==> src/rtl/dmem_arb_pkg.sv <==
// Shared types for the data-memory port A arbiter.
// Build option: DMEM_ARB_FIXED_PRIO_EN selects fixed priority (see dmem_port_arbiter).
package dmem_arb_pkg;
    localparam int MAX_N_REQ = 8;
    localparam int ID_W      = $clog2(MAX_N_REQ);

    // Wide enough for any legal N_REQ, so one encoding serves every instance.
    typedef logic [ID_W-1:0] id_t;

    // One read-return pipeline stage: is a read in flight, and whose is it.
    typedef struct packed {
        logic valid;
        id_t  id;
    } rd_tag_t;
endpackage

==> src/rtl/dmem_port_arbiter_if.sv <==
// Requester-side and memory-side signals of the port A arbiter.
// slave: the arbiter's view. master: the requesters plus the memory.
interface dmem_port_arbiter_if #(
    parameter int N_REQ  = 2,
    parameter int ADDR_W = 32,
    parameter int DATA_W = 32
);
    logic [N_REQ-1:0]        req;
    logic [N_REQ-1:0]        req_we;
    logic [N_REQ*ADDR_W-1:0] req_addr;
    logic [N_REQ*DATA_W-1:0] req_wdata;
    logic [N_REQ-1:0]        gnt;
    logic [N_REQ-1:0]        rvalid;
    logic [DATA_W-1:0]       rdata;
    logic [ADDR_W-1:0]       mem_addr;
    logic [DATA_W-1:0]       mem_wd;
    logic                    mem_we;
    logic [DATA_W-1:0]       mem_rd;

    modport slave (
        input  req, req_we, req_addr, req_wdata, mem_rd,
        output gnt, rvalid, rdata, mem_addr, mem_wd, mem_we
    );

    modport master (
        output req, req_we, req_addr, req_wdata, mem_rd,
        input  gnt, rvalid, rdata, mem_addr, mem_wd, mem_we
    );
endinterface

==> src/rtl/rr_pick.sv <==
// Combinational rotating-priority picker: lowest requesting index at or
// above ptr wins, wrapping to the lowest index below ptr. ptr = 0 gives
// plain fixed priority.
module rr_pick import dmem_arb_pkg::*; #(
    parameter int N_REQ = 2
) (
    input  logic [N_REQ-1:0] req,
    input  id_t              ptr,
    output logic [N_REQ-1:0] gnt,
    output id_t              id,
    output logic             any
);

    // Two passes: upper segment [ptr..N_REQ-1] first, then the wrapped [0..ptr-1].
    always_comb begin
        gnt = '0;
        id  = '0;
        any = 1'b0;
        for (int i = 0; i < N_REQ; i++) begin
            if (!any && req[i] && (id_t'(i) >= ptr)) begin
                gnt[i] = 1'b1;
                id     = id_t'(i);
                any    = 1'b1;
            end
        end
        for (int i = 0; i < N_REQ; i++) begin
            if (!any && req[i] && (id_t'(i) < ptr)) begin
                gnt[i] = 1'b1;
                id     = id_t'(i);
                any    = 1'b1;
            end
        end
    end

endmodule

==> src/rtl/dmem_port_arbiter.sv <==
// Shares dmem port A between N_REQ requesters (0 = CPU, 1 = DMA/loader).
// One access per clock; read data returns to its originator RD_LAT clocks
// after the access edge, in issue order.
// Build option DMEM_ARB_FIXED_PRIO_EN: fixed priority, requester 0 highest,
// no rotation pointer. Default: round-robin.
module dmem_port_arbiter import dmem_arb_pkg::*; #(
    parameter int N_REQ  = 2,
    parameter int ADDR_W = 32,
    parameter int DATA_W = 32,
    parameter int RD_LAT = 1
) (
    input  logic               clk,
    input  logic               rst,
    dmem_port_arbiter_if.slave bus
);

    logic [N_REQ-1:0]  gnt_raw;
    logic              any_raw;
    logic              gnt_any;
    id_t               win_id;
    id_t               ptr_in;
    logic              we_sel;
    logic [ADDR_W-1:0] addr_sel;
    logic [DATA_W-1:0] wd_sel;
    rd_tag_t           pipe [RD_LAT];
    rd_tag_t           tail;

    rr_pick #(.N_REQ(N_REQ)) u_pick (
        .req (bus.req),
        .ptr (ptr_in),
        .gnt (gnt_raw),
        .id  (win_id),
        .any (any_raw)
    );

`ifdef DMEM_ARB_FIXED_PRIO_EN
    assign ptr_in = '0;
`else
    id_t rr_ptr;

    // Rotation pointer: one past the last winner, held when nothing is granted.
    always_ff @(posedge clk or posedge rst) begin
        if (rst)
            rr_ptr <= '0;
        else if (gnt_any)
            rr_ptr <= (win_id == id_t'(N_REQ - 1)) ? '0 : win_id + id_t'(1);
    end

    assign ptr_in = rr_ptr;
`endif

    // Nothing may reach the memory while reset is held.
    assign gnt_any = any_raw & ~rst;
    assign bus.gnt = rst ? '0 : gnt_raw;

    // Route the winner's fields to the memory; requester 0 when idle.
    always_comb begin
        addr_sel = bus.req_addr[ADDR_W-1:0];
        wd_sel   = bus.req_wdata[DATA_W-1:0];
        we_sel   = bus.req_we[0];
        for (int i = 0; i < N_REQ; i++) begin
            if (gnt_raw[i]) begin
                addr_sel = bus.req_addr[i*ADDR_W +: ADDR_W];
                wd_sel   = bus.req_wdata[i*DATA_W +: DATA_W];
                we_sel   = bus.req_we[i];
            end
        end
    end

    assign bus.mem_addr = addr_sel;
    assign bus.mem_wd   = wd_sel;
    assign bus.mem_we   = gnt_any & we_sel;

    // Read-return tags march alongside the memory latency; reset drops them.
    always_ff @(posedge clk or posedge rst) begin
        if (rst) begin
            for (int i = 0; i < RD_LAT; i++)
                pipe[i] <= '0;
        end else begin
            pipe[0] <= '{valid: gnt_any & ~we_sel, id: win_id};
            for (int i = 1; i < RD_LAT; i++)
                pipe[i] <= pipe[i-1];
        end
    end

    assign tail      = pipe[RD_LAT-1];
    assign bus.rdata = bus.mem_rd;

    // Decode the returning tag to the originator's rvalid bit.
    always_comb begin
        bus.rvalid = '0;
        for (int i = 0; i < N_REQ; i++) begin
            if (tail.valid && (tail.id == id_t'(i)))
                bus.rvalid[i] = 1'b1;
        end
    end

endmodule
==> src/flat_wrapper.sv <==
// flat-port wrapper written by rule: the top's interface ports become plain ports
module dmem_port_arbiter_flat import dmem_arb_pkg::*;
#(
    parameter int N_REQ  = 2,
    parameter int ADDR_W = 32,
    parameter int DATA_W = 32,
    parameter int RD_LAT = 1
)
  (clk, rst, bus_req, bus_req_we, bus_req_addr, bus_req_wdata, bus_mem_rd, bus_gnt, bus_rvalid, bus_rdata, bus_mem_addr, bus_mem_wd, bus_mem_we);
  dmem_port_arbiter_if #(.N_REQ(N_REQ), .ADDR_W(ADDR_W), .DATA_W(DATA_W)) bus_i ();
  input  logic clk;
  input  logic rst;
  input wire logic [$bits(bus_i.req)-1:0] bus_req;
  input wire logic [$bits(bus_i.req_we)-1:0] bus_req_we;
  input wire logic [$bits(bus_i.req_addr)-1:0] bus_req_addr;
  input wire logic [$bits(bus_i.req_wdata)-1:0] bus_req_wdata;
  input wire logic [$bits(bus_i.mem_rd)-1:0] bus_mem_rd;
  output wire logic [$bits(bus_i.gnt)-1:0] bus_gnt;
  output wire logic [$bits(bus_i.rvalid)-1:0] bus_rvalid;
  output wire logic [$bits(bus_i.rdata)-1:0] bus_rdata;
  output wire logic [$bits(bus_i.mem_addr)-1:0] bus_mem_addr;
  output wire logic [$bits(bus_i.mem_wd)-1:0] bus_mem_wd;
  output wire logic [$bits(bus_i.mem_we)-1:0] bus_mem_we;
  assign bus_i.req = bus_req;
  assign bus_i.req_we = bus_req_we;
  assign bus_i.req_addr = bus_req_addr;
  assign bus_i.req_wdata = bus_req_wdata;
  assign bus_i.mem_rd = bus_mem_rd;
  assign bus_gnt = bus_i.gnt;
  assign bus_rvalid = bus_i.rvalid;
  assign bus_rdata = bus_i.rdata;
  assign bus_mem_addr = bus_i.mem_addr;
  assign bus_mem_wd = bus_i.mem_wd;
  assign bus_mem_we = bus_i.mem_we;
  dmem_port_arbiter #(.N_REQ(N_REQ), .ADDR_W(ADDR_W), .DATA_W(DATA_W), .RD_LAT(RD_LAT)) u_core (.clk(clk), .rst(rst), .bus(bus_i));
endmodule
==> config.mk <==
export PLATFORM = sky130hd
export DESIGN_NAME = dmem_port_arbiter_flat
export DESIGN_NICKNAME = d
export VERILOG_FILES = /design/src/rtl/dmem_arb_pkg.sv /design/src/rtl/dmem_port_arbiter_if.sv /design/src/rtl/rr_pick.sv /design/src/rtl/dmem_port_arbiter.sv /design/src/flat_wrapper.sv
export SDC_FILE = /design/constraint.sdc
export NUM_CORES = 1
export LEC_CHECK = 0
export ABC_AREA = 1
export CAP_MARGIN = 20
export CORE_AREA = 2 2 102 104
export DETAILED_ROUTE_END_ITERATION = 8
export DIE_AREA = 0 0 104 106
export GPL_ROUTABILITY_DRIVEN = 0
export PLACE_DENSITY_LB_ADDON = 0.3
export SLEW_MARGIN = 20
export SYNTH_ARGS = -nofsm -noshare
export SYNTH_HDL_FRONTEND = slang
export SYNTH_HIERARCHICAL = 1
export SYNTH_SLANG_ARGS = --single-unit
==> constraint.sdc <==
create_clock -name clk -period 2.7 [get_ports clk]
set_input_delay 0.54 -clock clk [delete_from_list [all_inputs] [get_ports clk]]
set_output_delay 0.54 -clock clk [all_outputs]
set_load 0.1 [all_outputs]
==> impl_metrics.csv <==
group,metric,value,unit
floorplan,io_pins,267,
yosys,ys_seq_elements,7,
detailed_routing,ant_nets,0,
yosys,synth_top_area_cell,"nand2_1",
place,dp_slack,0.06509,ns
floorplan,core_area,10000,um^2
yosys,synth_flop_cell,"dfrtp_1",
grt,grt_usage,11.34,%
place,dp_cells,590,
yosys,synth_top_area_share,52.24,%
grt,grtUsageMet2,22.04,%
timing,clock_skew,0.003751,ns
cts,cts_sinks,7,
cts,root_buffer,"clkbuf_8",
critical_path,cp.required,2.16,ns
finish,insertedDiodeCount,0,
cts,h-tree-depth,1,
yosys,seq_area_frac_synth,11.83,%
status,status,"completed",
floorplan,dieArea,11020,um^2
timing,whs,0.5024,ns
finish,fin_area,4096,um^2
grt,use_met3,4.169,%
place,place_area,4048,um^2
job,maxCapViolCount,0,
grt,grt_pass1_vias,2230,
place,port_buffers,202,
detailed_routing,first_pass_iters,4,
finish,syn_to_final_growth,176.8,%
yosys,yosys-top-cells-count,"nand2_1 (206), buf_4 (36), buf_6 (10), inv_1 (9), nor2_1 (9)",
detailed_routing,vias_per_cell,3.764,
yosys,yosys_warnings,6,
timing,worst_slack,0.08585,ns
critical_path,crit_fanout,28,
timing,fin_crit_sh,96.82,%
min_path,min_path_type,"flip-flop to flip-flop",
timing,tns,0,ns
yosys,synth.area.top_cells,"nand2_1 (52%), buf_4 (18%), dfrtp_1 (12%), buf_6 (7.6%), inv_1 (2.3%)",
grt,antenna_found_initial,0,
critical_path,critPathMaxStageDelay,0.51,ns
critical_path,end_kind,"primary output",
finish,drive_above_1_share,18.78,%
finish,regArea,175.2,um^2
yosys,synth_cell_types,16,
detailed_routing,drc_errors,0,
detailed_routing,drt_iter0_drc,64,
detailed_routing,routedWlPerCell,11.18,um
grt,gr-total-overflow,0,
yosys,synthArstFlopShare,100.0,%
power_and_ir_drop,leakage,1.998,nW
yosys,yosysMostFrequentCell,"nand2_1",
place,dp_hpwl,5.710,mm
grt,grt_util_met1,11.30,%
floorplan,fp-row-count,37,
detailed_routing,vias,2236,
timing,report.final.slew_viol_count,0,
grt,grt_pass1_wl,10.45,mm
finish,multiInputGateArea,890.9,um^2
timing,min_period,2.614,ns
timing,max_freq,0.3825,GHz
power_and_ir_drop,ir_drop,0.2946,mV
detailed_routing,totalWireLength,6.643,mm
cts,cts_tree,"built",
critical_path,cp_num_buf_inv,4,
cts,cts_setup_buffers,0,
finish,layout.nets,625,
critical_path,crit_type,"input port to primary output",
timing,setup_violations,0,
floorplan,die_h,106,um
grt,grt_max_degree,37,
critical_path,cp-start-kind,"input port",
cts,clk_pin_slew,0.04,ns
finish,fin_cells,594,
cts,cts_buffers,3,
power_and_ir_drop,power.density,526.0,nW/um^2
yosys,syn_area,1480,um^2
floorplan,die_w,104,um
timing,rsz0062_at_grt,"false",
yosys,syn_inst,293,
grt,top_usage_layer,"met2",
critical_path,path_cells,"clkdlybuf4s50_1 -> nand2_2 -> o21ai_4 -> buf_4 -> buf_12 -> nand2_1 -> nand2_1 -> buf_12",
critical_path,cp_top_family,"buffers and inverters",
critical_path,crit_slowest_cell,"clkdlybuf4s50_1",
cts,clock_path_buffers,2,
floorplan,start_util,14.80,%
finish,n_fill_cell,1024,
timing,hold_violations,0,
critical_path,worstPathArrival,2.07,ns
yosys,synth_edf_count,0,
yosys,syn_area_per_cell,5.052,um^2
cts,clock_latency,0.22,ns
## worst register-to-register path: stages, from the launching register on
cell,delay (ns)
dfrtp_1,0.39
nand2_2,0.13
o21ai_4,0.09
buf_4,0.17
or2_2,0.30
a21oi_1,0.14
## metal layers
layer  wire, um  vias to the layer above
met5          0                        -
met4        100                        0
met3        700                       12
met2       3498                      117
met1       2343                      951
li1           -                     1156
## kinds of logic (layout without fill, tap and decap cells)
family	count (synthesis)	count (layout)	synth area share (%)
and+or+nand+nor	222	222	57.23
AOI/OAI and AO/OA	4	4	1.352
buffers and inverters	59	223	29.33
DFF	7	7	11.83
other	1	2	0.2533
## path summary, 6_finish.rpt
kind	from	end	slack, ns	depth (start not counted)
worst max-delay path	bus_req[1]	bus_mem_wd[13]	0.09	8
worst max register to register	u_core/ptr_in[0]$_DFFE_PP0P_	u_core/pipe[3]$_DFF_PP0_	1.41	5
worst min register to register	u_core/ptr_in[1]$_DFFE_PP0P_	u_core/ptr_in[1]$_DFFE_PP0P_	0.50	2
max in group asynchronous	rst	u_core/pipe[2]$_DFF_PP0_	1.84	3
worst min-delay path	u_core/ptr_in[1]$_DFFE_PP0P_	u_core/ptr_in[1]$_DFFE_PP0P_	0.50	2
min in group asynchronous	rst	u_core/ptr_in[1]$_DFFE_PP0P_	0.74	3
## cell usage in the layout, fill, tap and decap left out
cell type	instances
nor2_1	7
nand2_2	2
buf_6	1
inv_2	2
o21ai_4	1
clkdlybuf4s50_1	133
a21oi_1	1
clkbuf_1	1
nand3_1	3
nor2_2	2
conb_1	2
nand2_1	206
dfrtp_1	7
o21ai_1	1
or2_2	1
clkbuf_8	3
or2_1	1
o21ai_0	1
inv_1	9
buf_4	4
buf_12	70
## power breakdown
part           switching, mW  internal, mW  total, mW
Sequential           0.00635         0.116      0.123
Combinational           1.19         0.700       1.89
Clock                 0.0445         0.102      0.147
## flip-flops by register name, summed over array words and instances (netlist names)
name and count:
u_core/pipe 4, u_core/ptr_in 3
## metrics by stage
step           util (%)  power, mW
4_1_cts           40.93      2.170
3_5_place_dp      40.48      2.018
5_1_grt           40.97      2.234
2_1_floorplan         -      1.457
6_report          40.97      2.155
3_3_place_gp      40.48      2.007
## area by class of cell
cell class,instances,share of cell area (%)
timing repair buffer,208,67.72
multi-input combinational,228,21.75
sequential,7,4.276
tap,136,4.154
clock buffer,4,1.100
inverter,11,1.008
## what timing repair did
item                                    in CTS  in global routing
gates resized for setup                      0                  1
hold buffers                                 0                  0
endpoints found under the setup margin       0                  9
Note: power is estimated with default switching activity, not from simulation.
